`config.mk`:
```
export PLATFORM = sky130hd
export DESIGN_NAME = cursor_grid
export DESIGN_NICKNAME = d
export VERILOG_FILES = /design/src/rtl/cursor_grid.sv
export SDC_FILE = /design/constraint.sdc
export NUM_CORES = 1
export LEC_CHECK = 0
export BUFFER_PORTS_ARGS = -buffer_cell sky130_fd_sc_hd__buf_2
export CORE_UTILIZATION = 57
export DETAILED_ROUTE_END_ITERATION = 6
export PLACE_DENSITY_LB_ADDON = 0.05
export SYNTH_ARGS = -nofsm -noshare
export SYNTH_HDL_FRONTEND = slang
export SYNTH_SLANG_ARGS = --single-unit
export TNS_END_PERCENT = 10
```
`constraint.sdc`:
```
create_clock -name clk -period 3.4 [get_ports clk]
set_clock_uncertainty 0.15 [all_clocks]
set_input_delay 0.51 -clock clk [delete_from_list [all_inputs] [get_ports clk]]
set_output_delay 0.51 -clock clk [all_outputs]
set_load 0.01 [all_outputs]
```
`src/rtl/cursor_grid.sv`:
```
// cursor_grid: cursor position keeper and row-scanned one-hot LED matrix driver.
// Direction pulses L/R/U/D move the cursor; opposing pulses in one cycle cancel.
// Compile-time option: define CURSOR_WRAP_EN to wrap at the matrix edges;
// leave it undefined to clamp at the edges instead.
module cursor_grid #(
   parameter int WIDTH    = 8,
   parameter int HEIGHT   = 8,
   parameter int SCAN_DIV = 4,
   parameter int X0       = 0,
   parameter int Y0       = 0
) (
   input  logic                      clk,
   input  logic                      reset,
   input  logic                      en,
   input  logic                      L,
   input  logic                      R,
   input  logic                      U,
   input  logic                      D,
   output logic [$clog2(WIDTH)-1:0]  x,
   output logic [$clog2(HEIGHT)-1:0] y,
   output logic                      moved,
   output logic [HEIGHT-1:0]         row_sel,
   output logic [WIDTH-1:0]          col_on
);

   localparam int XW = $clog2(WIDTH);
   localparam int YW = $clog2(HEIGHT);
   localparam int DW = (SCAN_DIV > 1) ? $clog2(SCAN_DIV) : 1;

   localparam logic [XW-1:0]     X_ONE    = XW'(1);
   localparam logic [XW-1:0]     X_MAX    = XW'(WIDTH - 1);
   localparam logic [XW-1:0]     X_RST    = XW'(X0);
   localparam logic [YW-1:0]     Y_ONE    = YW'(1);
   localparam logic [YW-1:0]     Y_MAX    = YW'(HEIGHT - 1);
   localparam logic [YW-1:0]     Y_RST    = YW'(Y0);
   localparam logic [DW-1:0]     DIV_ONE  = DW'(1);
   localparam logic [DW-1:0]     DIV_LAST = DW'(SCAN_DIV - 1);
   localparam logic [HEIGHT-1:0] ROW_ONE  = HEIGHT'(1);
   localparam logic [WIDTH-1:0]  COL_ONE  = WIDTH'(1);

   logic [XW-1:0]     r_x;
   logic [YW-1:0]     r_y;
   logic              r_moved;
   logic [DW-1:0]     r_div;
   logic [YW-1:0]     r_row;
   logic [HEIGHT-1:0] r_row_sel;
   logic [WIDTH-1:0]  r_col_on;

   logic              w_inc_x;
   logic              w_dec_x;
   logic              w_inc_y;
   logic              w_dec_y;
   logic [XW-1:0]     w_x_nxt;
   logic [YW-1:0]     w_y_nxt;
   logic              w_moved_nxt;
   logic              w_div_tc;
   logic [DW-1:0]     w_div_nxt;
   logic [YW-1:0]     w_row_nxt;
   logic [HEIGHT-1:0] w_row_sel_nxt;
   logic [WIDTH-1:0]  w_col_on_nxt;

   // Decode the enabled, non-cancelling step directions.
   always_comb begin
      w_inc_x = en & R & ~L;
      w_dec_x = en & L & ~R;
      w_inc_y = en & D & ~U;
      w_dec_y = en & U & ~D;
   end

   // Next cursor position with edge handling; moved only on a real change.
   always_comb begin
      w_x_nxt = r_x;
      w_y_nxt = r_y;
`ifdef CURSOR_WRAP_EN
      if (w_inc_x)      w_x_nxt = r_x + X_ONE;
      else if (w_dec_x) w_x_nxt = r_x - X_ONE;
      else              w_x_nxt = r_x;
      if (w_inc_y)      w_y_nxt = r_y + Y_ONE;
      else if (w_dec_y) w_y_nxt = r_y - Y_ONE;
      else              w_y_nxt = r_y;
`else
      if (w_inc_x && (r_x != X_MAX))                 w_x_nxt = r_x + X_ONE;
      else if (w_dec_x && (r_x != {XW{1'b0}}))       w_x_nxt = r_x - X_ONE;
      else                                           w_x_nxt = r_x;
      if (w_inc_y && (r_y != Y_MAX))                 w_y_nxt = r_y + Y_ONE;
      else if (w_dec_y && (r_y != {YW{1'b0}}))       w_y_nxt = r_y - Y_ONE;
      else                                           w_y_nxt = r_y;
`endif
      w_moved_nxt = (w_x_nxt != r_x) || (w_y_nxt != r_y);
   end

   // Free-running row dwell divider and row index, plus the scan drive decode.
   always_comb begin
      w_div_tc  = (r_div == DIV_LAST);
      w_div_nxt = r_div;
      w_row_nxt = r_row;
      if (w_div_tc) begin
         w_div_nxt = {DW{1'b0}};
         if (r_row == Y_MAX) w_row_nxt = {YW{1'b0}};
         else                w_row_nxt = r_row + Y_ONE;
      end else begin
         w_div_nxt = r_div + DIV_ONE;
         w_row_nxt = r_row;
      end
      w_row_sel_nxt = ROW_ONE << r_row;
      if (r_row == r_y) w_col_on_nxt = COL_ONE << r_x;
      else              w_col_on_nxt = {WIDTH{1'b0}};
   end

   // Cursor state register.
   always_ff @(posedge clk or negedge reset) begin
      if (!reset) begin
         r_x     <= X_RST;
         r_y     <= Y_RST;
         r_moved <= 1'b0;
      end else begin
         r_x     <= w_x_nxt;
         r_y     <= w_y_nxt;
         r_moved <= w_moved_nxt;
      end
   end

   // Scan state and registered matrix drive (reflects previous-cycle row and cursor).
   always_ff @(posedge clk or negedge reset) begin
      if (!reset) begin
         r_div     <= {DW{1'b0}};
         r_row     <= {YW{1'b0}};
         r_row_sel <= {HEIGHT{1'b0}};
         r_col_on  <= {WIDTH{1'b0}};
      end else begin
         r_div     <= w_div_nxt;
         r_row     <= w_row_nxt;
         r_row_sel <= w_row_sel_nxt;
         r_col_on  <= w_col_on_nxt;
      end
   end

   assign x       = r_x;
   assign y       = r_y;
   assign moved   = r_moved;
   assign row_sel = r_row_sel;
   assign col_on  = r_col_on;

endmodule
```
; ---- Word level (Yosys, flattened, before mapping)
; Cells that the tools add are included.
[totals]
reg_bits = 28
input_bits = 7
output_inout_bits = 23
word_cells = 48
[classes]
n_addsub = 6
n_eq_ne = 7
shifts = 2
muxes = 7
n_bitwise = 12
n_reduce_logical = 7
[ops]
columns = op, count
row1 = $shl A1 B3 Y8 const A, 2
row2 = $mux W3, 5
row3 = $add A3 B1 Y3 const B, 3
row4 = $and A1 B1 Y1, 8
row5 = $mux W8, 1
row6 = $ne A3 B3 Y1, 2
row7 = $ne A3 B3 Y1 const B, 2
row8 = $reduce_bool A3 Y1, 2
row9 = $sub A3 B1 Y3 const B, 2
row10 = $logic_and A1 B1 Y1, 4
row11 = $not A1 Y1, 4
row12 = $eq A3 B3 Y1, 1
row13 = $eq A3 B3 Y1 const B, 1
row14 = $add A2 B1 Y2 const B, 1
row15 = $eq A2 B2 Y1 const B, 1
row16 = $mux W2, 1
row17 = $logic_or A1 B1 Y1, 1

; ---- Depth between registers and ports, before layout
[depth]
ltp_word = 7
depth_mapped = 6
depth_no_buf = 6

; ---- Worst setup path after synthesis
; OpenSTA, ideal clock, no wires.
[synth_path]
path_type = reg-to-reg
start = register r_x[0], in the netlist x[0]
end = register r_x[1], in the netlist x[1]
setup_time_ps = 127
arrival_time_ps = 1397
t_required_ps = 3123
slack_ps = 1725
stages_incl_launch_ff = 7
n_path_buf = 0
period_less_slack_ps = 1675
cell_sequence = dfrtp_1 -> inv_1 -> ha_1 -> or2b_2 -> nand4b_4 -> a21boi_0 -> mux2i_1
[synth_between]
elab_chain_len = 4
word_cells_on_any_way = 8
classes_between = add/sub (2) / eq/ne (1) / mux (2) / reduce/logical (3)
[synth_lines]
columns = element, line
row1 = from (decl), 41  ; logic [XW-1:0] r_x;
row2 = from (signal assigned), 117  ; r_x <= w_x_nxt;
row3 = "parallel branches: the longest is 3 deep, another holds $sub A3 B1 Y3", n/a
row4 = $mux W3 (*), 82  ; if (w_inc_x && (r_x != X_MAX)) w_x_nxt = r_x + X_ONE;
row5 = via w_x_nxt[1], 53  ; logic [XW-1:0] w_x_nxt;
; Mark *: on every way through the listed nets, which the timed path passes.
; A chain may end at the register's enable or synchronous reset.

; ---- Worst setup path in the final report
; Ends and elaborated chain as after synthesis.

==> out/qor.txt <==
Pwr Density: 583 nW/µm²
Cell count after placement: 166
Worst slew margin: 60.7%
Routed Antenna Nets: 0
Area leader, netlist: dfrtp_1
Share of the synthesized area in the top cell type: 51.7%
Die area: 2580 µm²
Comb power frac: 34.5%
CTS tree: built
P_int: 590 µW
Min-delay worst type: in -> async
Initial Utilization: 60.7%
Final Max Tran Viols: 0
Share of cells above drive strength 1: 33.1%
Global-route wire length before repair: 3800 µm
Mapped cell area: 1360 µm²
Most common library cells after synthesis: 28 x dfrtp_1, 17 x ha_1, 7 x inv_1, 7 x nand2_1
DRC errors left: 0
Cts bufs inserted: 3
Min Tclk post-route: 1.74 ns
Pre-Repair DR Iteration Count: 4
Synthesized Nets: 134
Clk sink count: 28
Yosys warning total: 0
Std-Cell Rows: 17
Later-pin clock latency in the skew report: 0.31 ns
Worst EP required: 3.47 ns
Design Power: 914 µW
RSZ-0062 raised after global routing: false
Status: complete, no violations
Multi-input logic area: 624 µm²
DRT iter0 DRCs: 8
Ant diodes: 0
Leakage: 0.871 nW
Post-synth EDFFs: 0
# IOs: 30
Final setup fails: 0
Nets: 167
Sw power: 324 µW
Die Span X: 50.8 µm
Vias: 861
Critical path class: reg -> reg
Synth Instances: 110
Clock power frac: 17.0%
Sequential share of the synthesized area: 51.7%
Final WL: 2040 µm
I/O Buffers: 29
Initial antenna violation count: 0
Sequential power share: 48.5%
Netlist cell types: 31
Gr ovfl total: 0
Switching Share: 35.4%
Worst setup EP type: flip-flop
# fillers: 177
Most common cell in the netlist: dfrtp_1
Final Hold Fails: 0
Register Area: 701 µm²
Layout Cells excl Fill: 170
Actual slew at the worst max-slew pin: 0.589 ns
Vias/cell: 5.06
Dpl hpwl: 1590 µm
Die height: 50.8 µm
Root buf cell: clkbuf_4
All-Layer GR Usage: 19.9%
Clock Path Buffers: 2
Core ar.: 2230 µm²
Yosys reg bits: 28
IR drop worst, VDD: 0.349 mV
Final worst path period share: 51.2%
F_max: 0.575 GHz
Setup bufs post-CTS: 0
Max-cap violations: 0
Mean Syn Cell Area: 12.3 µm²
Post-CTS Resized: 0
Final Util: 70.2%
Critical path arrival: 1.80 ns
Largest net degree at the start of global routing: 29
RePlAce Congestion: 0.762
Hold_buf cts: 0
Critical Path Start Type: flip-flop
Post-synth ARST share: 100%
Layout area overhead: 15.6%
Synth area leaders: dfrtp_1 52%, ha_1 16%, xor2_1 2.6%
Crit path max fanout: 5
WHS: 0.0254 ns
Routed length per instance: 12.0 µm
Post-synth top flop: dfrtp_1
CTS clk-pin slew, worst paths: 0.14 ns
Vias in the first global route: 904
H-tree Lvls: 1
Setup TNS Final: 0 ns
==> registers in the layout, summed over array words and instances, names as in the netlist <==
| name | flops |
|---|---|
| col_on | 8 |
| row_sel | 8 |
| r_row | 3 |
| x | 3 |
| y | 3 |
| r_div | 2 |
| moved | 1 |
==> critical path: stages, from the launching register on <==
cell,delay [ns]
dfrtp_1,0.45
inv_1,0.15
ha_1,0.17
or2b_2,0.33
nand4b_4,0.12
a21boi_0,0.18
mux2i_1,0.09
==> cells in the final DEF, fill, tap and decap left out <==
cell type  instances
o21ai_1            1
and2_2             3
nor2_1             3
and2b_1            4
a21boi_0           2
ha_1              17
nand2b_1           1
mux2i_1            1
clkbuf_8           1
and2_1             3
nor3_1             2
nor4b_2            1
o21ai_0            3
nand3_1            2
a22oi_2            1
nor2b_2            1
and3_2             4
xnor2_1            3
clkbuf_4           3
nand2_1            7
nor4_1             2
xor2_1             4
or2b_2             1
buf_2             29
a21boi_1           1
nand4b_4           1
and4bb_2           1
nor3b_1            2
dfrtp_1           28
a21oi_1            1
o311ai_0           1
a21bo_2            1
inv_1              7
==> cell families (layout without fill, tap and decap cells) <==
logic type	count (synthesis)	count (layout)	synth area share [%]
xor gates and xnor gates	7	7	4.52
AOI/OAI and AO/OA	11	11	5.81
buffers and inverters	8	40	2.31
and+or+nand+nor	38	38	19.3
muxes	1	1	0.738
DFF	28	28	51.7
adders and majority gates	17	17	15.7
==> layout make-up <==
type,count,share of cell area [%]
clock buffer,4,2.31
sequential,28,44.7
multi-input combinational,74,39.8
timing repair buffer,29,9.26
inverter,7,1.68
tap,28,2.23
==> path summary, 6_finish.rpt <==
kind / endpoint / cells past startpoint / slack, ns / from
setup / recovery: x[1]$_DFF_PN0_ / 6 / 1.66 / x[0]$_DFF_PN0_
hold / removal: col_on[0]$_DFF_PN0_ / 1 / 0.03 / reset
setup reg to reg: x[1]$_DFF_PN0_ / 6 / 1.66 / x[0]$_DFF_PN0_
hold reg to reg: r_div[0]$_DFF_PN0_ / 1 / 0.29 / r_div[0]$_DFF_PN0_
max in group asynchronous: r_row[1]$_DFFE_PN0P_ / 1 / 2.70 / reset
min in group clk: r_div[0]$_DFF_PN0_ / 1 / 0.29 / r_div[0]$_DFF_PN0_
==> power groups by stage <==
stage          combinational [mW]  clock [mW]  sequential [mW]
5_1_grt                     0.356       0.173            0.454
3_5_place_dp                0.316           0            0.451
2_1_floorplan               0.190           0            0.460
6_report                    0.315       0.155            0.443
3_3_place_gp                0.303           0            0.445
4_1_cts                     0.320       0.161            0.444
==> through the flow <==
step	instance area [µm²]	setup slack [ns]
after global routing	1570	1.53
final	1570	1.66
after CTS	1570	1.64
after floorplan	1360	1.73
after global placement	1530	1.72
after detailed placement	1530	1.66
==> layer usage <==
metal | share of wire [%] | GRT usage, % | wire length [µm]
met1 | 46 | 23.8 | 937
met2 | 49 | 35.6 | 1010
met3 | 3.9 | 3.03 | 80
met4 | 0.83 | 7.87 | 17
met5 | 0 | 0 | 0
(Power assumes the default switching activity.)
